`src/rtl/mmio_responder_pkg.sv`:
```
// Shared constants for the MMIO responder: register offsets, STATUS layout, default window.
package mmio_responder_pkg;

  localparam int unsigned ADDR_W = 12;
  localparam int unsigned DATA_W = 32;
  localparam int unsigned BYTE_W = 8;

  localparam logic [ADDR_W-1:0] MMIO_BASE_DEFAULT = 12'hFFC;

  localparam logic [1:0] MMIO_TXDATA  = 2'd0;
  localparam logic [1:0] MMIO_STATUS  = 2'd1;
  localparam logic [1:0] MMIO_CYCLE   = 2'd2;
  localparam logic [1:0] MMIO_SCRATCH = 2'd3;

  localparam int unsigned ST_FULL     = 0;
  localparam int unsigned ST_EMPTY    = 1;
  localparam int unsigned ST_COUNT_LO = 2;
  localparam int unsigned ST_OVF      = 5;

  // Assemble the STATUS read word; unused bits read as zero.
  function automatic logic [DATA_W-1:0] status_word(input logic full, input logic empty,
                                                    input logic [2:0] count, input logic ovf);
    logic [DATA_W-1:0] w;
    w = '0;
    w[ST_FULL]                    = full;
    w[ST_EMPTY]                   = empty;
    w[ST_COUNT_LO+2:ST_COUNT_LO]  = count;
    w[ST_OVF]                     = ovf;
    return w;
  endfunction

endpackage

```
`src/rtl/mmio_fifo.sv`:
```
// Power-of-two circular FIFO; same-cycle push+pop is legal at any fill level.
module mmio_fifo #(
  parameter int unsigned DEPTH = 4,
  parameter int unsigned WIDTH = 8
) (
  input  logic                       clock,
  input  logic                       reset,
  input  logic                       push,
  input  logic                       pop,
  input  logic [WIDTH-1:0]           wdata,
  output logic [WIDTH-1:0]           rdata,
  output logic                       full,
  output logic                       empty,
  output logic [$clog2(DEPTH+1)-1:0] count
);

  localparam int unsigned AW = (DEPTH > 1) ? $clog2(DEPTH) : 1;
  localparam int unsigned CW = $clog2(DEPTH + 1);

  logic [WIDTH-1:0] mem [DEPTH];
  logic [AW-1:0]    wr_ptr;
  logic [AW-1:0]    rd_ptr;
  logic [CW-1:0]    count_q;
  logic             do_push;
  logic             do_pop;

  assign full    = (count_q == CW'(DEPTH));
  assign empty   = (count_q == '0);
  assign count   = count_q;
  assign do_pop  = pop && !empty;
  // A full FIFO still takes a push when the head leaves on the same edge.
  assign do_push = push && (!full || do_pop);
  assign rdata   = empty ? '0 : mem[rd_ptr];

  always_ff @(posedge clock or negedge reset) begin
    if (!reset) begin
      wr_ptr  <= '0;
      rd_ptr  <= '0;
      count_q <= '0;
      for (int i = 0; i < int'(DEPTH); i++) mem[i] <= '0;
    end else begin
      if (do_push) begin
        mem[wr_ptr] <= wdata;
        wr_ptr      <= wr_ptr + AW'(1);
      end
      if (do_pop) rd_ptr <= rd_ptr + AW'(1);
      if (do_push && !do_pop)      count_q <= count_q + CW'(1);
      else if (do_pop && !do_push) count_q <= count_q - CW'(1);
    end
  end

endmodule

```
`src/rtl/mmio_responder.sv`:
```
// Four-word MMIO window on the dmem port: TX FIFO, STATUS, free-running CYCLE, SCRATCH.
module mmio_responder
  import mmio_responder_pkg::*;
#(
  parameter logic [11:0] MMIO_BASE  = MMIO_BASE_DEFAULT,
  parameter int unsigned FIFO_DEPTH = 4
) (
  input  logic              clock,
  input  logic              reset,
  input  logic [ADDR_W-1:0] address_dmem,
  input  logic [DATA_W-1:0] data,
  input  logic              wren,
  output logic [DATA_W-1:0] q_mmio,
  output logic              mmio_hit,
  output logic [BYTE_W-1:0] tx_data,
  output logic              tx_valid,
  input  logic              tx_ready
);

  localparam int unsigned CW = $clog2(FIFO_DEPTH + 1);

  logic              hit;
  logic [1:0]        offset;
  logic              wr_tx;
  logic              wr_status;
  logic              wr_cycle;
  logic              wr_scratch;
  logic              fifo_full;
  logic              fifo_empty;
  logic [CW-1:0]     fifo_count;
  logic [2:0]        count_sat;
  logic              pop;
  logic              overflow;
  logic [DATA_W-1:0] cycle_cnt;
  logic [DATA_W-1:0] scratch;
  logic [DATA_W-1:0] rd_word;

  assign hit        = (address_dmem[11:2] == MMIO_BASE[11:2]);
  assign offset     = address_dmem[1:0];
  assign wr_tx      = hit && wren && (offset == MMIO_TXDATA);
  assign wr_status  = hit && wren && (offset == MMIO_STATUS);
  assign wr_cycle   = hit && wren && (offset == MMIO_CYCLE);
  assign wr_scratch = hit && wren && (offset == MMIO_SCRATCH);
  assign pop        = tx_ready && !fifo_empty;
  assign tx_valid   = !fifo_empty;
  assign count_sat  = (32'(fifo_count) > 32'd7) ? 3'd7 : 3'(fifo_count);

  mmio_fifo #(
    .DEPTH(FIFO_DEPTH),
    .WIDTH(BYTE_W)
  ) u_fifo (
    .clock (clock),
    .reset (reset),
    .push  (wr_tx),
    .pop   (pop),
    .wdata (data[BYTE_W-1:0]),
    .rdata (tx_data),
    .full  (fifo_full),
    .empty (fifo_empty),
    .count (fifo_count)
  );

  // Read mux over pre-edge state, so reads see the old value.
  always_comb begin
    rd_word = '0;
    unique case (offset)
      MMIO_TXDATA:  rd_word = '0;
      MMIO_STATUS:  rd_word = status_word(fifo_full, fifo_empty, count_sat, overflow);
      MMIO_CYCLE:   rd_word = cycle_cnt;
      MMIO_SCRATCH: rd_word = scratch;
      default:      rd_word = '0;
    endcase
  end

  always_ff @(posedge clock or negedge reset) begin
    if (!reset) begin
      q_mmio    <= '0;
      mmio_hit  <= 1'b0;
      overflow  <= 1'b0;
      cycle_cnt <= '0;
      scratch   <= '0;
    end else begin
      mmio_hit <= hit;
      q_mmio   <= hit ? rd_word : '0;
      if (wr_tx && fifo_full && !pop)        overflow <= 1'b1;
      else if (wr_status && data[ST_OVF])    overflow <= 1'b0;
      cycle_cnt <= wr_cycle ? data : cycle_cnt + 32'd1;
      if (wr_scratch) scratch <= data;
    end
  end

endmodule

```
`config.mk`:
```
export PLATFORM = sky130hd
export DESIGN_NAME = mmio_responder
export DESIGN_NICKNAME = d
export VERILOG_FILES = /design/src/rtl/mmio_responder_pkg.sv /design/src/rtl/mmio_fifo.sv /design/src/rtl/mmio_responder.sv
export SDC_FILE = /design/constraint.sdc
export NUM_CORES = 1
export LEC_CHECK = 0
export ABC_AREA = 1
export CORE_UTILIZATION = 50
export CTS_BUF_LIST = sky130_fd_sc_hd__clkbuf_2 sky130_fd_sc_hd__clkbuf_4 sky130_fd_sc_hd__clkbuf_8
export CTS_CLUSTER_DIAMETER = 120
export DETAILED_ROUTE_END_ITERATION = 7
export PLACE_DENSITY = 0.8
export SKIP_LAST_GASP = 1
export SYNTH_ARGS = -nofsm -noshare
export SYNTH_HDL_FRONTEND = slang
export SYNTH_SLANG_ARGS = --single-unit
export TNS_END_PERCENT = 1
```
`constraint.sdc`:
```
create_clock -name clock -period 1.95 [get_ports clock]
set_input_delay 0.2925 -clock clock [delete_from_list [all_inputs] [get_ports clock]]
set_output_delay 0.2925 -clock clock [all_outputs]
set_load 0.01 [all_outputs]
```
==> flow_summary.yaml <==
outcome:
  status: "complete, but fails checks"
  violations: "setup timing"
cts:
  h-tree-depth: 4
  cts_buffer_depth: 2
  clockRootBuffer: "clkbuf_8"
  cts_tree: "yes"
  path_clk_slew_ns: 0.08
  numCtsBuffers: 17
  clock_sinks: 137
  insertion_delay_ns: 0.46
die:
  pin_count: 90
  row_count: 42
  fp.dieH_um: 118.3
  core_sq_um: 13240
  start_util: 0.5109
  fp.dieArea_sq_um: 14000
  die_w_um: 118.3
sta:
  finClkSkew_ns: 0.01185
  min_period_ns: 1.962
  hold_viol_final: 0
  final.setup.tns_ns: -0.02343
  finalWorstSetupSlack_ns: -0.01220
  finalCritPeriodShare: 1.006
  max_freq_ghz: 0.5096
  hold_ws_ns: 0.3697
  relSlewSlack: 0.6769
  setup_viol: 2
  drv_slew: 0
  rsz0062_at_grt: "yes"
  tightest_slew_ns: 0.4847
worst_setup_path:
  start_kind: "flop"
  end_kind: "output pin"
  cp.arrival_ns: 1.67
  critical_path_class: "reg -> out"
  crit_path_max_fanout: 8
  cp.required_ns: 1.66
synth:
  synth_cells: 881
  async_flop_share: 1.000
  syn_nets: 936
  yosysMostFrequentCell: "nand2_1"
  synthSimpleGateAreaFrac: 0.3516
  synth_edf_count: 0
  synth_area_sq_um: 6765
  yosys_register_bits: 137
  synth_mux_area_frac: 0.001665
  yosys.area.top_type: "dfrtp_1"
  syn_area_per_cell_sq_um: 7.679
  yosys_warnings: 0
  synth_top_area_frac: 0.5068
  synthXorXnorAreaFrac: 0.02201
  ys_seq_area_frac: 0.5068
  synth.area.top_cells: "dfrtp_1 (51%), nand2_1 (21%), nor2_1 (5.0%)"
  synthFlopType: "dfrtp_1"
  yosysUniqueCellTypes: 30
  synth_compound_area_frac: 0.05900
  synthAdderAreaFrac: 0.01406
  synth_top_family_by_area: "simple AND/OR/NAND/NOR gates"
  synthTopCellsByCount: "nand2_1 (382), dfrtp_1 (137), nor2_1 (91), nand4_1 (37), a21oi_1 (36)"
global_route:
  antenna_found_initial: 0
  grt_pass1_wl_mm: 30.04
  grt_overflow_total: 0
  grt_pass1_vias: 6272
  grt_max_degree: 53
  grt_use_total: 0.2724
detailed_routing:
  via_per_inst: 5.318
  dr.max_layer_used: "met4"
  drc: 0
  wl_met1_mm: 7.667
  vias: 6334
  drt_iter0_drc: 491
  wl_met3_mm: 1.102
  firstDrtPassIters: 5
  ant_nets: 0
  drt-total-wl_mm: 17.60
  wl_met2_mm: 8.412
  wl_per_cell_um: 14.78
place:
  place.gp.congestion: 0.9645
  numPortBuffers: 89
  placedCellCount: 1151
  hpwl_mm: 12.66
  placed_cell_area_sq_um: 8177
layout:
  nets: 1057
  final_util: 0.6567
  syn_to_final_growth_pct: 28.56
  drive_gt1_frac: 0.1163
  final_area_sq_um: 8697
  antenna_cells: 0
  fin_cells: 1191
power_and_ir_drop:
  p_leak_nw: 4.193
  vdd_drop_max_mv: 0.4627
  pwr_density_cell_nw_per_um2: 862.5
run:
  drv_cap: 0
min_path:
  min_path_type: "in -> async"
## report_power, final
group          switching (W)  internal (W)
Sequential          0.000178       0.00298
Clock                0.00106       0.00158
Combinational       0.000951      0.000748
Total                0.00219       0.00531
## worst max-delay path, stage by stage, from the launching register on
cell	delay [ns]
dfrtp_1	0.44
buf_6	0.16
nor2_1	0.05
nor2_1	0.13
o21ai_0	0.14
a21oi_1	0.15
clkbuf_2	0.15
## final timing paths
| check | startpoint | end | slack [ns] | cells after the start |
|---|---|---|---|---|
| max in group asynchronous | reset | u_fifo.mem[5]$_DFFE_PN0P_ | 0.97 | 3 |
| min | reset | cycle_cnt[11]$_DFF_PN0_ | 0.37 | 2 |
| min in group clock | data[13] | cycle_cnt[13]$_DFF_PN0_ | 0.41 | 3 |
| min reg2reg | u_fifo.mem[0]$_DFFE_PN0P_ | u_fifo.mem[0]$_DFFE_PN0P_ | 0.47 | 2 |
| max | u_fifo.rd_ptr[0]$_DFFE_PN0P_ | tx_data[0] | -0.01 | 6 |
| max reg2reg | u_fifo.count[2]$_DFFE_PN0P_ | u_fifo.count[2]$_DFFE_PN0P_ | 0.01 | 10 |
## placed cells by master (no fill, tap or decap), types with 5 or more instances in the layout
master	instances
a21oi_1	35
buf_12	8
nand3_1	33
o21ai_1	9
a31oi_1	5
buf_4	39
ha_1	5
o21ai_0	27
xor2_1	13
dfrtp_1	136
nand3b_1	14
clkdlybuf4s50_1	75
nor2_1	90
nand2_1	377
clkbuf_8	21
nand4_1	37
clkbuf_2	6
inv_1	30
## final cells by class
type	instances	area (sq um)
inverter	35	133.9
clock inverter	7	137.6
sequential	137	3430
clock buffer	25	319.1
tap	176	220.2
multi-input combinational	671	3107
timing repair buffer	140	1350
fill	1118	4546
## through the flow
| step | setup slack [ns] | total power, W |
|---|---|---|
| floorplan | -0.07947 | 0.004033 |
| detailed placement | -0.6169 | 0.004851 |
| finish | -0.01220 | 0.007501 |
| CTS | -0.1110 | 0.007471 |
| global placement | -0.5852 | 0.004821 |
| global route | -0.1405 | 0.007862 |
## kinds of logic after synthesis
| group | after synthesis |
|---|---|
| AO/OA/AOI/OAI | 78 |
| XOR/XNOR | 17 |
| adder cells (fa/ha/maj) | 7 |
| buffers and inverters | 73 |
| flip-flops | 137 |
| multiplexers | 1 |
| AND/OR/NAND/NOR | 568 |
## routing by layer
layer | GRT usage | up-vias
met4 | 0.09936 | 0
met2 | 0.4504 | 240
met5 | 0 | -
li1 | - | 3062
met3 | 0.06178 | 35
met1 | 0.3501 | 2997
## what timing repair did
item / in CTS / in global routing
pin swaps: 1 / 12
setup buffers: 1 / 6
endpoints found under the hold margin: 48 / 0
resized for setup: 17 / 27
cloned: 0 / 0
hold buffers: 1 / 0
setup endpoints to repair: 11 / 11
## flip-flops by register name, indices dropped and copies added, names as in the netlist
signal,flops
mmio_hit,1
cycle_cnt,32
u_fifo.wr_ptr,2
q_mmio,32
overflow,1
u_fifo.mem,32
u_fifo.count,3
u_fifo.rd_ptr,2
scratch,32
No activity file was read; power rests on OpenSTA's default activity.
